==> src/rtl/bsg_clk_gen_pearl_pkg.sv <==
// Shared constants and helpers for the clock-generator pearl.
package bsg_clk_gen_pearl_pkg;

   // Half-period-minus-one that reproduces the old fixed divide-by-30 monitor.
   localparam int bsg_clk_gen_pearl_monitor_div_legacy_gp = 14;

   function automatic int bsg_clk_gen_pearl_monitor_period(input int div);
      return 2 * (div + 1);
   endfunction

endpackage

==> src/rtl/bsg_clk_gen_pearl_monitor_edge_ctr.sv <==
// Wrapping up-counter; advances by one on each cycle inc_i is high.
module bsg_clk_gen_pearl_monitor_edge_ctr #(
   parameter int width_p = 16
) (
   input  logic               clk_i,
   input  logic               reset_i,
   input  logic               inc_i,
   output logic [width_p-1:0] count_o
);

   always_ff @(posedge clk_i) begin
      if (reset_i)
         count_o <= '0;
      else if (inc_i)
         count_o <= count_o + width_p'(1);
   end

endmodule

==> src/rtl/bsg_clk_gen_pearl_monitor_prog.sv <==
// Programmable-ratio monitor clock divider with deferred, glitch-free ratio updates
// and a rising-edge counter.
module bsg_clk_gen_pearl_monitor_prog
   import bsg_clk_gen_pearl_pkg::*;
#(
   parameter int div_width_p   = 8,
   parameter int reset_div_p   = bsg_clk_gen_pearl_monitor_div_legacy_gp,
   parameter int count_width_p = 16
) (
   input  logic                     clk_i,
   input  logic                     reset_i,
   input  logic                     en_i,
   input  logic                     cfg_v_i,
   input  logic [div_width_p-1:0]   cfg_div_i,
   output logic                     cfg_ready_o,
   output logic                     clk_monitor_o,
   output logic                     applied_o,
   output logic [count_width_p-1:0] edge_count_o
);

   logic [div_width_p-1:0] div_r;
   logic [div_width_p-1:0] cnt_r;
   logic [div_width_p-1:0] pend_div_r;
   logic                   pend_v_r;
   logic                   running;
   logic                   tc;
   logic                   boundary;
   logic                   rise;

   // A disable only takes effect once the output is low, so high phases never get cut short.
   assign running  = en_i | clk_monitor_o;
   assign tc       = (cnt_r == div_r);
   assign boundary = pend_v_r & ((running & tc & clk_monitor_o) | ~running);
   assign rise     = running & tc & ~clk_monitor_o;

   assign cfg_ready_o = ~pend_v_r;

   always_ff @(posedge clk_i) begin
      if (reset_i) begin
         div_r         <= div_width_p'(reset_div_p);
         cnt_r         <= '0;
         clk_monitor_o <= 1'b0;
         pend_div_r    <= '0;
         pend_v_r      <= 1'b0;
         applied_o     <= 1'b0;
      end else begin
         if (!running) begin
            cnt_r         <= '0;
            clk_monitor_o <= 1'b0;
         end else if (tc) begin
            cnt_r         <= '0;
            clk_monitor_o <= ~clk_monitor_o;
         end else begin
            cnt_r <= cnt_r + div_width_p'(1);
         end

         applied_o <= boundary;

         // Accept and apply are exclusive: accept needs an empty pending slot.
         if (boundary) begin
            div_r    <= pend_div_r;
            pend_v_r <= 1'b0;
         end else if (cfg_v_i && !pend_v_r) begin
            pend_div_r <= cfg_div_i;
            pend_v_r   <= 1'b1;
         end
      end
   end

   bsg_clk_gen_pearl_monitor_edge_ctr #(
      .width_p (count_width_p)
   ) edge_ctr (
      .clk_i   (clk_i),
      .reset_i (reset_i),
      .inc_i   (rise),
      .count_o (edge_count_o)
   );

endmodule

==> config.mk <==
export PLATFORM = sky130hd
export DESIGN_NAME = bsg_clk_gen_pearl_monitor_prog
export DESIGN_NICKNAME = d
export VERILOG_FILES = /design/src/rtl/bsg_clk_gen_pearl_pkg.sv /design/src/rtl/bsg_clk_gen_pearl_monitor_edge_ctr.sv /design/src/rtl/bsg_clk_gen_pearl_monitor_prog.sv
export SDC_FILE = /design/constraint.sdc
export NUM_CORES = 1
export LEC_CHECK = 0
export CAP_MARGIN = 25
export CORE_MARGIN = 1.5
export CORE_UTILIZATION = 55
export CTS_CLUSTER_DIAMETER = 150
export DETAILED_ROUTE_END_ITERATION = 6
export PLACE_DENSITY = 0.81
export SYNTH_ARGS = -nofsm -noshare
export SYNTH_HDL_FRONTEND = slang
export SYNTH_HIERARCHICAL = 1
export SYNTH_SLANG_ARGS = --single-unit
==> constraint.sdc <==
create_clock -name clk_i -period 4.8 [get_ports clk_i]
set_clock_uncertainty 0.2 [all_clocks]
set_input_delay 0.48 -clock clk_i [delete_from_list [all_inputs] [get_ports clk_i]]
set_output_delay 0.48 -clock clk_i [all_outputs]
set_load 0.02 [all_outputs]
==> metrics.md <==
| Metric | Value |
|---|---|
| Status | completed |
| Fraction of layout cells with a size suffix above 1 | between 10% and 20% |
| Library cells used by synthesis | 46 |
| Clock Latency Late Sink | 0.29 ns |
| Core Area | between 3000 and 4000 um2 |
| Total grt overflow | 0 |
| Layout area overhead | 18.0% |
| Post-Synthesis Cells | ~260 |
| Setup TNS | 0 ns |
| Ys async rst share | 0% |
| Antenna-violating nets left | 0 |
| Diodes inserted | 0 |
| Final net count | just under 300 |
| DR DRC count | 0 |
| CP endpoint kind | flip-flop |
| Register area share after synthesis | 38.4% |
| Iter 0 DRT Violations | between 100 and 150 |
| Synthesized area | 2240 um2 |
| Element type at the critical path start | flip-flop |
| Initial Util | a little under three fifths |
| Pwr/cell area | around 260 nW/um2 |
| Syn Area/Cell | around 8.7 um2 |
| Number of buffers created by CTS | 5 |
| RSZ-0062 raised after global routing | no |
| Htree depth | 2 |
| Final WS setup | approximately 2.0 ns |
| Vias in the first global route | around 1.6k |
| Period minus WS final | 2.78 ns |
| Syn_nets | 271 |
| Dpl cells | between 300 and 400 |
| Most frequent cells in the layout | 43 x dfxtp_1, 29 x nand2_1, 29 x clkdlybuf4s50_1 |
| Post-CTS Resized | 0 |
| Root Buffer | clkbuf_8 |
| CTS clock-pin slew for the worst setup and hold paths | approximately 0.080 ns |
| Yosys reg bits | 43 |
| Worst Path Max Fanout | 16 |
| Final HPWL DP | 2860 um |
| Ports | 31 |
| Initial antenna violation count | 0 |
| EDFF count, synth | 0 |
| Max-slew violations | 0 |
| CTS tree | done |
| Die Height | between 60 and 70 um |
| Synth top area cells | dfxtp_1 38%, xor2_1 5.9%, a21oi_1 5.1% |
| Leakage power | just under 0.001 uW |
| Final WL | between 4000 and 5000 um |
| HP Class | reg -> reg |
| Crit path required time | just under 5 ns |
| Rows | 23 |
| Post-synth top area share | 38.4% |
| Finished Cell Area | 2650 um2 |
| Highest Clock Rate | 359 MHz |
| Die width | 66.9 um |
| Hold buffers post-CTS | 0 |
| Rel. slew slack | between 30% and 40% |
| Wire length per cell | 13.0 um |
| CTS Buffer Depth | 2 |
| First-pass GRT wire length | between 7000 and 8000 um |
| Tightest Pin Transition | ~0.96 ns |
| Setup CP Type | reg -> reg |
| Setup bufs post-CTS | 0 |
| Via-per-instance ratio | roughly 5.5 |
| Largest net degree at the start of global routing | 64 |
| Die area | ~4500 um2 |
| Max Cap Violations | 0 |
| Final number of setup-violating endpoints | 0 |
| Crit path DAT | roughly 2.8 ns |
| Final Non-Filler Cells | about 330 |
| Final Cycle Share | between 50% and 60% |
| Power Total | just under 700 uW |
| VDD IR max | around 0.24 mV |
| Largest area contributor in the netlist | dfxtp_1 |
| GP Congestion | between 0.7 and 0.8 |
| First drt pass iteration count | 4 |
| Fillers | approximately 340 |
| YS warnings | 6 |
| DP Area | roughly 2500 um2 |
| CTS sink count | 43 |
| Setup Slack @ Placement | a little over 2 ns |
| Routed via count | 1832 |
| Port bufs | 30 |
| Main synth FF type | dfxtp_1 |
| Most common cell after layout, fill and taps aside | dfxtp_1 |
| Gr usage total | a little over a fifth |
| Final Hold Vio Count | 0 |
kinds of logic after synthesis:
logic type	Yosys count	synth area share, %
buffers and inverters	22	4.46
and+or+nand+nor	117	30.2
adders and majority gates	2	1.12
xor gates and xnor gates	24	9.38
muxes	3	1.45
AOI/OAI and AO/OA	46	15.0
DFF	43	38.4
sequential cells by signal (all words and copies together) (netlist names):
| name | flops |
|---|---|
| pend_v_r | 1 |
| clk_monitor_o | 1 |
| applied_o | 1 |
| cnt_r | 8 |
| div_r | 8 |
| edge_ctr/count_o | 16 |
| pend_div_r | 8 |
cells in the mapped netlist, types with 2 or more instances:
library cell,number
nor3b_1,5
ha_1,2
buf_2,2
nor2_1,28
and4_1,3
o31ai_1,3
a211o_2,6
a2111oi_0,3
inv_1,6
clkbuf_1,12
xnor2_1,9
nand4_1,2
mux2_2,2
nand3b_1,5
nor3_1,9
o211ai_2,5
nand2b_1,6
dfxtp_1,43
nand4_4,2
nand3_1,8
nor4_1,3
nor4_2,2
buf_6,2
nand2_1,29
and3_1,2
a21oi_1,23
xor2_1,15
nor2b_1,2
report_power, final:
group / leakage (uW) / internal [uW] / switching, uW / total [uW]
logic: 0.000570 / 23.1 / 29.6 / 52.7
clock network: 0.0000515 / 131 / 118 / 249
registers: 0.000349 / 365 / 8.53 / 373
final timing paths:
path                                                 start                                end  slack (ns)  depth (start not counted)
worst min-delay path            pend_div_r[7]$_SDFFE_PP0P_         pend_div_r[7]$_SDFFE_PP0P_        0.27                          2
worst max register to register         cnt_r[3]$_SDFF_PP0_  edge_ctr/count_o[13]$_SDFFE_PP0P_        2.02                          9
worst max-delay path                   cnt_r[3]$_SDFF_PP0_  edge_ctr/count_o[13]$_SDFFE_PP0P_        2.02                          9
worst min register to register  pend_div_r[7]$_SDFFE_PP0P_         pend_div_r[7]$_SDFFE_PP0P_        0.27                          2
metrics by stage:
step | utilization, % | hold slack (ns)
final | 66.6 | 0.269
after global routing | 66.6 | 0.292
after CTS | 66.4 | 0.273
after detailed placement | 63.9 | 0.263
after global placement | 63.9 | 0.252
after floorplan | - | 0.236
per-layer routing:
| metal | GRT usage (%) | wire length (um) | up-vias | part of all wire (%) |
|---|---|---|---|---|
| li1 | - | - | 946 | - |
| met5 | 0 | 0 | - | 0 |
| met2 | 32.6 | 1910 | 39 | 44 |
| met3 | 5.74 | 206 | 5 | 4.8 |
| met1 | 27.6 | 2140 | 842 | 50 |
| met4 | 7.91 | 45 | 0 | 1.0 |
final cells by class:
class | instances | area, um2 | share of cell area (%)
Inverter | 6 | 22.5 | 0.851
Timing Repair Buffer | 33 | 318 | 12.0
Multi-Input combinational cell | 192 | 1280 | 48.4
Sequential cell | 43 | 861 | 32.5
Clock buffer | 8 | 100 | 3.78
Tap cell | 50 | 62.6 | 2.37
critical path: stages (launching register included):
cell     delay [ns]
dfxtp_1        0.44
xor2_1         0.12
nor4_2         0.24
buf_4          0.26
nand4_4        0.14
inv_1          0.23
nand4_4        0.20
nor4_4         0.33
or3b_1         0.39
a21oi_1        0.15
No activity file was read; power rests on OpenSTA's default activity.
